## src/rtl/uart_pkg.sv

```systemverilog
// Shared types and line-level constants for the UART transmit path.
package uart_pkg;

   typedef enum logic [2:0] {
      IDLE   = 3'd0,
      START  = 3'd1,
      DATA   = 3'd2,
      PARITY = 3'd3,
      STOP   = 3'd4
   } state_t;

   localparam logic PAR_EVEN  = 1'b0;
   localparam logic PAR_ODD   = 1'b1;
   localparam logic START_BIT = 1'b0;
   localparam logic STOP_BIT  = 1'b1;

endpackage

```

## src/rtl/uart_tx_serializer.sv

```systemverilog
// Parallel-load, shift-right register presenting the payload LSB first.
module uart_tx_serializer
   import uart_pkg::*;
#(
   parameter int DATA_WIDTH = 8
) (
   input  logic                  clk,
   input  logic                  rst,
   input  logic                  load,
   input  logic                  shift,
   input  logic [DATA_WIDTH-1:0] data,
   output logic                  cur_bit,
   output logic                  next_bit
);

   logic [DATA_WIDTH-1:0] shift_reg;

   always_ff @(posedge clk or negedge rst) begin
      if (!rst) begin
         shift_reg <= '0;
      end else if (load) begin
         shift_reg <= data;
      end else if (shift) begin
         shift_reg <= {1'b0, shift_reg[DATA_WIDTH-1:1]};
      end
   end

   // next_bit lets the FSM register the upcoming line level on the shift edge
   assign cur_bit  = shift_reg[0];
   assign next_bit = shift_reg[1];

endmodule

```

## src/rtl/uart_tx.sv

```systemverilog
// UART transmitter: start bit, LSB-first payload, optional parity, stop bit.
module uart_tx
   import uart_pkg::*;
#(
   parameter int DATA_WIDTH   = 8,
   parameter int CLKS_PER_BIT = 16
) (
   input  logic                  clk,
   input  logic                  rst,
   input  logic [DATA_WIDTH-1:0] data_in,
   input  logic                  data_valid,
   input  logic                  par_en,
   input  logic                  par_typ,
   output logic                  tx_out,
   output logic                  busy
);

   localparam int CNT_W = (CLKS_PER_BIT > 1) ? $clog2(CLKS_PER_BIT) : 1;
   localparam int BIT_W = $clog2(DATA_WIDTH + 1);
   localparam logic [CNT_W-1:0] LAST_CYCLE = CNT_W'(CLKS_PER_BIT - 1);
   localparam logic [BIT_W-1:0] LAST_BIT   = BIT_W'(DATA_WIDTH - 1);

   state_t           state;
   logic [CNT_W-1:0] cycle_cnt;
   logic [BIT_W-1:0] bit_cnt;
   logic             par_en_q;
   logic             par_bit_q;
   logic             accept;
   logic             bit_done;
   logic             cur_bit;
   logic             next_bit;

   assign accept   = (state == IDLE) && data_valid;
   assign bit_done = (state != IDLE) && (cycle_cnt == LAST_CYCLE);

   uart_tx_serializer #(
      .DATA_WIDTH(DATA_WIDTH)
   ) u_serializer (
      .clk     (clk),
      .rst     (rst),
      .load    (accept),
      .shift   ((state == DATA) && bit_done),
      .data    (data_in),
      .cur_bit (cur_bit),
      .next_bit(next_bit)
   );

   // tx_out is loaded with the level of the state being entered, so the line
   // changes exactly on the edge that changes state and never glitches
   always_ff @(posedge clk or negedge rst) begin
      if (!rst) begin
         state     <= IDLE;
         cycle_cnt <= '0;
         bit_cnt   <= '0;
         par_en_q  <= 1'b0;
         par_bit_q <= 1'b0;
         tx_out    <= STOP_BIT;
         busy      <= 1'b0;
      end else begin
         case (state)
            IDLE: begin
               tx_out    <= STOP_BIT;
               busy      <= 1'b0;
               cycle_cnt <= '0;
               bit_cnt   <= '0;
               if (accept) begin
                  state     <= START;
                  tx_out    <= START_BIT;
                  busy      <= 1'b1;
                  par_en_q  <= par_en;
                  par_bit_q <= (^data_in) ^ (par_typ == PAR_ODD);
               end
            end
            default: begin
               if (!bit_done) begin
                  cycle_cnt <= cycle_cnt + 1'b1;
               end else begin
                  cycle_cnt <= '0;
                  case (state)
                     START: begin
                        state  <= DATA;
                        tx_out <= cur_bit;
                     end
                     DATA: begin
                        bit_cnt <= bit_cnt + 1'b1;
                        if (bit_cnt == LAST_BIT) begin
                           if (par_en_q) begin
                              state  <= PARITY;
                              tx_out <= par_bit_q;
                           end else begin
                              state  <= STOP;
                              tx_out <= STOP_BIT;
                           end
                        end else begin
                           tx_out <= next_bit;
                        end
                     end
                     PARITY: begin
                        state  <= STOP;
                        tx_out <= STOP_BIT;
                     end
                     default: begin
                        state  <= IDLE;
                        tx_out <= STOP_BIT;
                        busy   <= 1'b0;
                     end
                  endcase
               end
            end
         endcase
      end
   end

endmodule

```

## config.mk

```make
export PLATFORM = sky130hd
export DESIGN_NAME = uart_tx
export DESIGN_NICKNAME = d
export VERILOG_FILES = /design/src/rtl/uart_pkg.sv /design/src/rtl/uart_tx_serializer.sv /design/src/rtl/uart_tx.sv
export SDC_FILE = /design/constraint.sdc
export NUM_CORES = 1
export LEC_CHECK = 0
export ABC_AREA = 1
export CAP_MARGIN = 20
export CORE_UTILIZATION = 49
export DETAILED_ROUTE_END_ITERATION = 8
export GPL_TIMING_DRIVEN = 0
export PLACE_DENSITY_LB_ADDON = 0.25
export SYNTH_ARGS = -nofsm -noshare
export SYNTH_HDL_FRONTEND = slang
export SYNTH_HIERARCHICAL = 1
export SYNTH_SLANG_ARGS = --single-unit
```

## constraint.sdc

```tcl
create_clock -name clk -period 1.3 [get_ports clk]
set_clock_uncertainty 0.05 [all_clocks]
set_input_delay 0.195 -clock clk [delete_from_list [all_inputs] [get_ports clk]]
set_output_delay 0.195 -clock clk [all_outputs]
set_load 0.1 [all_outputs]
```

# Yosys cells after proc, flatten, opt, wreduce, memory -nomap -nowiden
# Cells that the tools add are included.
[op_classes] muxes=23 eq_ne=8 n_addsub=2 bitwise_logic=1 reduce_logical=14
[op_table] cell="$mux 4" n=5
[op_table] cell="$mux 8" n=2
[op_table] cell="$mux 3" n=5
[op_table] cell="$mux 1" n=9
[op_table] cell="$pmux 3 s3" n=1
[op_table] cell="$add 4x1->4 const B" n=2
[op_table] cell="$reduce_xor 8->1" n=1
[op_table] cell="$eq 3x2->1 const B" n=2
[op_table] cell="$reduce_and 2->1" n=3
[op_table] cell="$reduce_bool 2->1" n=3
[op_table] cell="$eq 4x3->1 const B" n=1
[op_table] cell="$eq 4x4->1 const B" n=1
[op_table] cell="$eq 3x1->1 const B" n=1
[op_table] cell="$logic_and 1x1->1" n=3
[op_table] cell="$logic_not 3->1" n=1
[op_table] cell="$ne 3x2->1 const B" n=1
[op_table] cell="$reduce_and 3->1" n=1
[op_table] cell="$reduce_bool 3->1" n=1
[op_table] cell="$reduce_or 3->1" n=1
[op_table] cell="$ne 2x1->1 const B" n=1
[op_table] cell="$ne 2x2->1 const B" n=1
[op_table] cell="$pmux 1 s2" n=1
[op_table] cell="$xor 1x1->1" n=1
[totals] out_inout_bits=2 inputBits=13 elab_cells=56 reg_bits=23

# Depth between registers and ports, before layout
[depth] word_depth=5 depth_mapped=10 ltp_nobuf=10

# By module
# The synthesis kept the hierarchy.
[by_module_without_submodules] module="uart_tx" instances=1 seq_area_each_um2=376.6 area_per_inst_um2=962.2 cells_each=130
[by_module_without_submodules] module="uart_tx_serializer" instances=1 seq_area_each_um2=200.2 area_per_inst_um2=376.6 cells_each=43

# Worst setup path after synthesis
# Ideal clock, no wire load.
[synth_path] path_type="flip-flop to flip-flop" from="register bit_cnt[0]" to="register state[0]" path_slack_ps=-50 setup_ps=122 required_ps=1128 path_buffers=0 synth_period_minus_slack_ps=1350 arrival_time_ps=1178 stages_incl_launch_ff=9 path_cell_list="dfrtp_1 ha_1 inv_1 nor3_1 nor2_1 nor2_1 nand2_2 nand2_1 o21ai_1"
[synth_between] elab_chain_cells=3
[synth_lines] element="start, declared" line="uart_tx.sv:25" text="logic [BIT_W-1:0] bit_cnt;"
[synth_lines] element="start signal, assigned" line="uart_tx.sv:85" text="bit_cnt <= bit_cnt + 1'b1;"
[synth_lines] element="$eq 4x3->1" line="uart_tx.sv:86" text="if (bit_cnt == LAST_BIT) begin"
[synth_lines] element="$ne 3x2->1 (no source line)"
[synth_lines] element="$reduce_and 3->1 (no source line)"
[synth_lines] element="end signal, assigned" line="uart_tx.sv:88" text="state <= PARITY;"
[synth_lines] element="end signal, assigned" line="uart_tx.sv:91" text="state <= STOP;"
[synth_lines] element="end signal, assigned" line="uart_tx.sv:99" text="state <= STOP;"
[synth_lines] element="end, declared" line="uart_tx.sv:23" text="state_t state;"
# Every way passes these cells.
# A chain may end at the register's enable or synchronous reset.

# Worst setup path after layout
[layout_path] from="register cycle_cnt[1]" to="register u_serializer.shift_reg[5]"
[layout_between] elab_chain_cells=4
[layout_lines] element="start, declared" line="uart_tx.sv:24" text="logic [CNT_W-1:0] cycle_cnt;"
[layout_lines] element="start signal, assigned" line="uart_tx.sv:76" text="cycle_cnt <= cycle_cnt + 1'b1;"
[layout_lines] element="$eq 4x4->1" line="uart_tx.sv:34" text="assign bit_done = (state != IDLE) && (cycle_cnt == LAST_CYCLE);"
[layout_lines] element="$logic_and 1x1->1" line="uart_tx.sv:34"
[layout_lines] element="$logic_and 1x1->1" line="uart_tx.sv:42" text=".shift ((state == DATA) && bit_done),"
[layout_lines] element="$reduce_bool 2->1 (no source line)"
[layout_lines] element="end signal, assigned" line="uart_tx_serializer.sv:22" text="shift_reg <= data;"
[layout_lines] element="end signal, assigned" line="uart_tx_serializer.sv:24" text="shift_reg <= {1'b0, shift_reg[DATA_WIDTH-1:1]};"
[layout_lines] element="end, declared" line="uart_tx_serializer.sv:16" text="logic [DATA_WIDTH-1:0] shift_reg;"
# Every way passes these cells.

==> results_dict.tcl <==
set metrics [dict create \
    hold_class "in -> async" \
    fin_ws_ps -121 \
    num_vias 1239 \
    wl_per_cell_um 13.1 \
    startpoint_type "flip-flop" \
    multi_input_area_sq_um 769 \
    regArea_sq_um 581 \
    clkLatencyLatePin_ps 310 \
    cts_buffer_depth 2 \
    grt_max_degree 24 \
    ant_nets 0 \
    yosysTopAreaCellShare 0.411 \
    period_minus_slack_ps 1420 \
    grt_usage 0.232 \
    netlist_instances 173 \
    ys_seq_area_frac 0.431 \
    overflow 0 \
    powerDensity_mw_per_mm2 2000 \
    place_congestion 0.860 \
    violations "negative setup slack" \
    setup_violations 16 \
    crit_path_end_kind "flip-flop" \
    drtIter0Drc 19 \
    synthTopCellsByArea "dfrtp_1 (41%), nand2_1 (17%), nand3_1 (8.6%)" \
    clk_pin_slew_ps 130 \
    core-area_sq_mm 0.00252 \
    cts-hold-fix-buffers 0 \
    hpwlAfterDp_mm 1.95 \
    arrival_ps 1570 \
    antenna_found_initial 0 \
    fin_crit_sh 1.09 \
    cts_tree "yes" \
    cts_sinks 23 \
    num-fill-cells 191 \
    numCtsBuffers 3 \
    rsz0062_at_grt "true" \
    post-route-util 0.745 \
    startpoint "cycle_cnt[1]$_DFF_PN0_" \
    p_total_uw 3750 \
    syn_avg_cell_area_sq_um 7.74 \
    h-tree-depth 1 \
    port_buffers 14 \
    worstMarginPinSlew_ps 478 \
    std_cell_rows 18 \
    die_h_um 54.3 \
    dp_cells 217 \
    area_growth_pct 40.3 \
    die_w_um 54.3 \
    drt_pass1_iterations 4 \
    timing.fmax_mhz 704 \
    slew_violations 0 \
    diodes 0 \
    dieArea_sq_mm 0.00295 \
    start_util 0.531 \
    status "finished, violations left" \
    drive_above_1_share 0.333 \
    clock-root-buffer "clkbuf_4" \
    p_leak_uw 0.000905 \
    crit_path_max_fanout 8 \
    grt_pass1_vias 1105 \
    ys_ff_latch 23 \
    place_ws_ps -573 \
    ys_types 28 \
    largest_reg_flops 8 \
    dpl_cell_area_sq_mm 0.00153 \
    ir_drop_uv 1700 \
    finalNetCount 226 \
    drc_errors 0 \
    wl_mm 3.15 \
    via_per_inst 5.16 \
    critical_path_class "reg -> reg" \
    syn_area_sq_mm 0.00134 \
    final_hold_viol_count 0 \
    cap_violations 0 \
    instances_no_fill 240 \
    maxSlewHeadroom 0.680 \
    critPathRequiredTime_ps 1450 \
    grt_first_pass_wirelength_mm 4.80 \
    syn_nets 188 \
    regToRegStartpoint "cycle_cnt[1]$_DFF_PN0_" \
    synth_top_cell_by_area "dfrtp_1" \
    yosys_warnings 6 \
    fin_area_sq_mm 0.00188 \
    pin_count 15 \
]
==> area by class of cell <==
class,count,share of cell area
multi-input cells,125,0.410
plain buffers,2,0.0160
flip-flops and latches,23,0.309
repair buffers,33,0.180
clock buffers,4,0.0140
inverters,23,0.0513
well taps,30,0.0200
==> cell families (layout without fill, tap and decap cells) <==
group	count (synthesis)	in the layout	synth area share
simple gates	108	108	0.399
flops	23	23	0.431
fa+ha+maj	2	2	0.0187
buf+inv	25	62	0.0785
xor+xnor	2	2	0.0131
compound gates	13	13	0.0598
==> power breakdown <==
part | total [uW] | leakage [uW] | internal, uW | switching (uW)
combinational | 2160 | 0.000600 | 925 | 1230
clock | 335 | 0.0000150 | 120 | 215
sequential | 1260 | 0.000290 | 998 | 260
total | 3750 | 0.000905 | 2040 | 1710
==> timing repair <==
item	4_1_cts	5_1_grt
gates resized for setup	29	24
setup buffers	13	6
pin swaps	11	16
setup endpoints to repair	15	18
==> cell usage after synthesis <==
| cell | n |
|---|---|
| o21ai_1 | 3 |
| dfstp_2 | 1 |
| inv_1 | 19 |
| nand2_2 | 2 |
| xor2_1 | 1 |
| inv_2 | 4 |
| ha_1 | 2 |
| nand3b_1 | 1 |
| nand2_4 | 1 |
| o21ai_2 | 2 |
| buf_4 | 1 |
| nand3_4 | 1 |
| o211ai_1 | 1 |
| nor2_4 | 2 |
| nand2_8 | 2 |
| xnor2_1 | 1 |
| nor2_1 | 12 |
| dfrtp_1 | 22 |
| nand2_1 | 59 |
| a31o_2 | 1 |
| o21ai_0 | 3 |
| nand3_1 | 23 |
| nor2_2 | 1 |
| nor2_8 | 1 |
| buf_6 | 1 |
| a31oi_1 | 1 |
| a21oi_1 | 2 |
| nor3_1 | 3 |
==> worst max-delay path, cell delays in order, from the launching register on <==
cell and delay (ps):
dfrtp_1 430, ha_4 180, nand3_4 120, nor2_4 150, buf_8 160, nor2_8 60
nand2_1 70, nand3_1 80
==> stage by stage <==
step	setup TNS [ps]	hold WS, ps
2_1_floorplan	-212	-151
3_3_place_gp	-7000	401
3_5_place_dp	-8350	411
4_1_cts	-728	358
5_1_grt	-2130	157
6_report	-827	144
==> routing by layer <==
| layer | routed length [um] | vias up | GRT usage | part of all wire |
|---|---|---|---|---|
| li1 | - | 622 | - | - |
| met1 | 1270 | 591 | 0.263 | 0.40 |
| met2 | 1790 | 22 | 0.443 | 0.57 |
| met3 | 64 | 4 | 0.0250 | 0.020 |
| met4 | 23 | 0 | 0.0769 | 0.0073 |
| met5 | 0 | - | 0 | 0 |
==> final timing paths <==
path	to	slack, ps	cells after the start
setup / recovery	u_serializer/shift_reg[5]$_DFFE_PN0P_	-120	7
hold / removal	cycle_cnt[0]$_DFF_PN0_	140	1
setup reg to reg	u_serializer/shift_reg[5]$_DFFE_PN0P_	-120	7
hold reg to reg	par_bit_q$_DFFE_PN0P_	450	2
max in group asynchronous	tx_out$_DFFE_PN1P_	520	2
min in group clk	par_en_q$_DFFE_PN0P_	370	3
==> cell usage in the layout (no fill, tap or decap), types with 2 or more instances in the layout <==
master           instances
nand2_1                 51
dfrtp_1                 19
inv_1                   18
nand3_1                 16
buf_4                   13
clkdlybuf4s50_1         12
nand2_2                 10
nor2_1                   9
nand3_2                  7
nor2_4                   4
buf_6                    4
inv_2                    3
nand2_8                  3
o21ai_0                  3
o21ai_1                  3
clkbuf_4                 3
buf_8                    3
buf_12                   3
dfrtp_2                  3
a21oi_1                  2
nor2_2                   2
o21ai_2                  2
(Power assumes the default switching activity.)
==> RTL change 1: new RTL, same flow settings <==
One comparison of `bit_cnt` changes from == to >=.
--- a/src/rtl/uart_tx.sv
+++ b/src/rtl/uart_tx.sv
@@ -83,7 +83,7 @@
                      end
                      DATA: begin
                         bit_cnt <= bit_cnt + 1'b1;
-                        if (bit_cnt == LAST_BIT) begin
+                        if (bit_cnt >= LAST_BIT) begin
                            if (par_en_q) begin
                               state  <= PARITY;
                               tx_out <= par_bit_q;
Check against the original RTL: no difference found for any inputs over 10 cycles, from zero or initial values and one cycle with rst low; that may be too few to reach the edited logic, so the function may still have changed.
==> RTL change 1 against the original RTL <==
- the run still ends with setup timing left
- sequential power decreased by 5%
- area after synthesis increased by 0.28%
- global-route usage shrank 1.2 points
- synthesized cell count shrank 5.2%
- sequential cell count unchanged
- total power is 3.9% lower
- setup slack lost 29 ps
- design area decreased by 1.5%
- wire length shrank 4.6%
- combinational power decreased by 4%
- worst hold slack worse by 110 ps
==> RTL change 1: results (changes against the original RTL) <==
metric,value,unit,change
I/O Buffers,14,,unchanged
CTS root buf,clkbuf_4,,unchanged
dpl hpwl,1860,um,was 1950 um
drt initial violations,18,,was 19
TritonRoute pass-1 iters,4,,unchanged
GRT met2 Usage,0.394,,was 0.443
DR WL/cell,13.2,um,was 13.1 um
"Net Count, Synth",179,,was 188
cell count after placement,208,,was 217
met2 wire len,1640,um,was 1790 um
top sig layer,met4,,unchanged
max reg flops,8,,unchanged
pre-CTS setup slack,-585,ps,was -573 ps
crit-path max cell delay,450,ps,was 430 ps
Metal-1 WL,1280,um,was 1270 um
GPL Wtd Cong,0.732,,was 0.860
Layout fillers,198,,was 191
DR vias,1167,,was 1239
DP Area,1530,um^2,about the same
Ys Warns,6,,unchanged
vias in the first global route,1074,,was 1105
Seq. pwr,1.20,mW,was 1.26 mW
combinational cell power,2.07,mW,was 2.16 mW
commonest cells in the netlist,"nand2_1 (49), nand3_1 (23), dfrtp_1 (22)",,"was nand2_1 (59), nand3_1 (23), dfrtp_1 (22)"
CTS buffer count,3,,unchanged
status,finished with violations,,unchanged
Fin Setup TNS,-1700,ps,was -827 ps
CP max-delay cell,dfrtp_1,,unchanged
hold crit path type,input port to async pin,,unchanged
GR Layer Usage met3,0.0222,,was 0.0250
register clock-pin slew on the reported worst setup and hold paths,130,ps,about the same
Finished Layout Cells,227,,was 240
largest net degree at the start of global routing,24,,unchanged
grt total ovfl,0,,unchanged
Max transition margin,0.816,,was 0.680
gr usage total,0.220,,was 0.232
Area contributors post-synth,"dfrtp_1 (41%), nand2_1 (14%), nand3_1 (8.6%)",,"was dfrtp_1 (41%), nand2_1 (17%), nand3_1 (8.6%)"
met1 usage,0.258,,was 0.263
setup ws final,-150,ps,was -121 ps
first-pass GRT wire length,4560,um,was 4800 um
wire length on met3,52,um,was 64 um
Post-synth top flop,dfrtp_1,,unchanged
Longest Clk Path Bufs,2,,unchanged
setup violators final,16,,unchanged
synthesized instance count,164,,was 173
failing checks,setup timing,,unchanged
dominant delay contributor by cell family on the critical path,simple AND/OR/NAND/NOR gates,,unchanged
initial antenna violation count,0,,unchanged
Leakage,0.942,nW,was 0.905 nW
ys async rst share,1.00,,unchanged
Worst VDD drop,0.00167,V,was 0.00170 V
# diodes,0,,unchanged
sw frac,0.454,,was 0.455
fraction of the yosys area taken by sequential cells,0.430,,was 0.431
library cells used by synthesis,26,,was 28
Critical Path AT,1610,ps,was 1570 ps
share of cells above drive strength 1,0.325,,was 0.333
Crit Path Max Fanout,6,,was 8
H-tree Lvls,1,,unchanged
Worst-Skew Late Latency,310,ps,about the same
[RTL change 1: cell count changes after synthesis, moves of 2 or more]
cell	change
inv_4	+2
nor3_1	-2
nand2_1	-10
o21ai_1	+2
nor2_8	+2
xor2_1	+2
nand2_4	+4
nand2_8	-2
inv_2	-2
nor2_1	-3
nand2_2	-2
nor2_2	+2
[RTL change 1: path summary, 6_finish.rpt]
path / from / end / slack [ps] / cells after the start
max in group asynchronous: rst / tx_out / 690 / 2
min in group clk: par_en / par_en_q / 370 / 3
setup / recovery: state[2] / state[0] / -150 / 8
setup reg to reg: state[2] / state[0] / -150 / 8
hold / removal: rst / cycle_cnt[0] / 30 / 1
hold reg to reg: u_serializer/shift_reg[7] / u_serializer/shift_reg[7] / 440 / 2
[RTL change 1: metrics by stage]
stage,power (mW),util,hold slack (ps)
after floorplan,2.35,-,-151
after global placement,2.61,0.607,403
after detailed placement,2.67,0.607,412
after CTS,3.37,0.683,374
after global routing,3.83,0.733,27.7
final,3.60,0.733,29.7
[RTL change 1: cells by family after synthesis]
kind of cell	synth area share
buffers and inverters	0.0820
AOI/OAI and AO/OA	0.0596
adders and majority gates	0.0186
and+or+nand+nor	0.390
DFF	0.430
xor gates and xnor gates	0.0196
[RTL change 1: timing repair]
item | CTS | global route
resized for setup | 27 | 24
hold buffers | 0 | 0
setup endpoints to repair | 16 | 20
gates cloned | 1 | 0
pin swaps | 7 | 12
buffers inserted | 10 | 3
[RTL change 1: area by class of cell]
type                            count  area [um^2]  area share
Inverter                           23          101      0.0548
Buffer                              2         30.0      0.0162
Clock buffer                        4         26.3      0.0142
Sequential cell                    23          577       0.312
Tap cell                           30         37.5      0.0203
Multi-Input combinational cell    116          773       0.418
Timing Repair Buffer               29          304       0.164
==> RTL change 2: new RTL, same settings <==
Made on the original files. `DATA_WIDTH` is set to 8 in 2 places; all go to 4.
--- a/src/rtl/uart_tx_serializer.sv
+++ b/src/rtl/uart_tx_serializer.sv
@@ -2,7 +2,7 @@
 module uart_tx_serializer
    import uart_pkg::*;
 #(
-   parameter int DATA_WIDTH = 8
+   parameter int DATA_WIDTH = 4
 ) (
    input  logic                  clk,
    input  logic                  rst,
--- a/src/rtl/uart_tx.sv
+++ b/src/rtl/uart_tx.sv
@@ -2,7 +2,7 @@
 module uart_tx
    import uart_pkg::*;
 #(
-   parameter int DATA_WIDTH   = 8,
+   parameter int DATA_WIDTH   = 4,
    parameter int CLKS_PER_BIT = 16
 ) (
    input  logic                  clk,
Ports: changed (resized data_in); port bits go from 15 to 11. No check against the original RTL was run, so the function may have changed too.
==> RTL change 2 against the original RTL <==
- area after synthesis fell by 28%
- wire length is 32% lower
- largest cell class unchanged
- clock power is 12% lower
- utilization is 0.63 points lower
- setup slack better by 45 ps
- total power down 28%
- fmax rose by 3.3%
- the flow still finishes with violations (setup timing)
- design area down 30%
- sequential cell count down 5
==> RTL change 2: results (changes against the original RTL) <==
metric,value,unit,change
status,finished with violations,,unchanged
failing checks,setup timing,,unchanged
DR WL/cell,12.5,um,was 13.1 um
I/O Buffers,10,,was 14
Leakage,0.646,nW,was 0.905 nW
register clock-pin slew on the reported worst setup and hold paths,110,ps,was 130 ps
drt initial violations,20,,was 19
NumNets Final,160,,was 226
crit-path max cell delay,380,ps,was 430 ps
dpl hpwl,1270,um,was 1950 um
Area contributors post-synth,"dfrtp_1 (44%), nand2_1 (16%), nand3_1 (6.2%)",,"was dfrtp_1 (41%), nand2_1 (17%), nand3_1 (8.6%)"
Reg2Reg Depth,6,,was 7
Tightest Pin Transition,792,ps,was 478 ps
Worst VDD drop,0.00105,V,was 0.00170 V
Crit Path Max Fanout,7,,was 8
commonest cells in the netlist,"nand2_1 (42), dfrtp_1 (17), inv_1 (13)",,"was nand2_1 (59), nand3_1 (23), dfrtp_1 (22)"
setup ws final,-75.6,ps,was -121 ps
vias per cell,5.06,,was 5.16
vias in the first global route,773,,was 1105
first-pass GRT wire length,3090,um,was 4800 um
"Net Count, Synth",133,,was 188
share of cells above drive strength 1,0.299,,was 0.333
DP Area,1120,um^2,was 1530 um^2
GPL Wtd Cong,0.918,,was 0.860
setup violators final,10,,was 16
gr usage total,0.205,,was 0.232
largest net degree at the start of global routing,19,,was 24
pre-CTS setup slack,-575,ps,was -573 ps
fraction of the yosys area taken by sequential cells,0.467,,was 0.431
TritonRoute pass-1 iters,4,,unchanged
Post-CTS Hold Fix Bufs,0,,unchanged
syn_area_per_cell,7.99,um^2,was 7.74 um^2
library cells used by synthesis,21,,was 28
DR vias,870,,was 1239
[RTL change 2: worst register-to-register path, delay by kind of cell, from the launching register on]
family / cells / cell delay, ps
and+or+nand+nor: 5 / 620
DFF: 1 / 380
adders and majority gates: 1 / 220
[RTL change 2: cells by family after synthesis]
family          after synthesis  share of synthesized area
simple gates                 74                      0.371
flops                        18                      0.467
buf+inv                      17                     0.0660
compound gates                7                     0.0388
fa+ha+maj                     3                     0.0388
xor+xnor                      2                     0.0181
[RTL change 2: layout make-up]
cell class	count	area, um^2
sequential	18	452
inverter	17	63.8
clock buffer	4	26.3
fill	130	467
tap	25	31.3
multi-input combinational	87	542
timing repair buffer	21	201
[RTL change 2: metal layers]
layer  wire length (um)  global-route usage
met5                  0                   0
met4                 36              0.0824
met3                 75              0.0471
met2               1120               0.353
met1                923               0.243
[RTL change 2: stage by stage]
step / power, mW / setup TNS, ps / util
3_5_place_dp: 2.09 / -1570 / 0.629
4_1_cts: 2.47 / -18.0 / 0.665
2_1_floorplan: 1.84 / 0 / -
6_report: 2.70 / -322 / 0.738
3_3_place_gp: 2.06 / -1470 / 0.629
5_1_grt: 2.89 / -1320 / 0.738
[RTL change 2: final timing paths]
kind,slack (ps),from,to
worst max-delay path,-80,cycle_cnt[1],u_serializer/shift_reg[1]
worst min-delay path,290,rst,cycle_cnt[1]
worst max register to register,-80,cycle_cnt[1],u_serializer/shift_reg[1]
worst min register to register,440,par_bit_q,par_bit_q
max in group asynchronous,400,rst,state[0]
min in group clk,390,par_en,par_en_q
[RTL change 2: what timing repair did]
item / 4_1_cts / 5_1_grt
pin swaps: 7 / 4
setup buffers: 2 / 9
gates resized for setup: 17 / 14
endpoints found under the hold margin: 0 / 0
setup endpoints to repair: 12 / 14
cloned: 1 / 0
[RTL change 2: power breakdown]
part | internal, mW | switching (mW)
combinational | 0.539 | 0.901
clock | 0.119 | 0.175
sequential | 0.776 | 0.188
total | 1.43 | 1.26
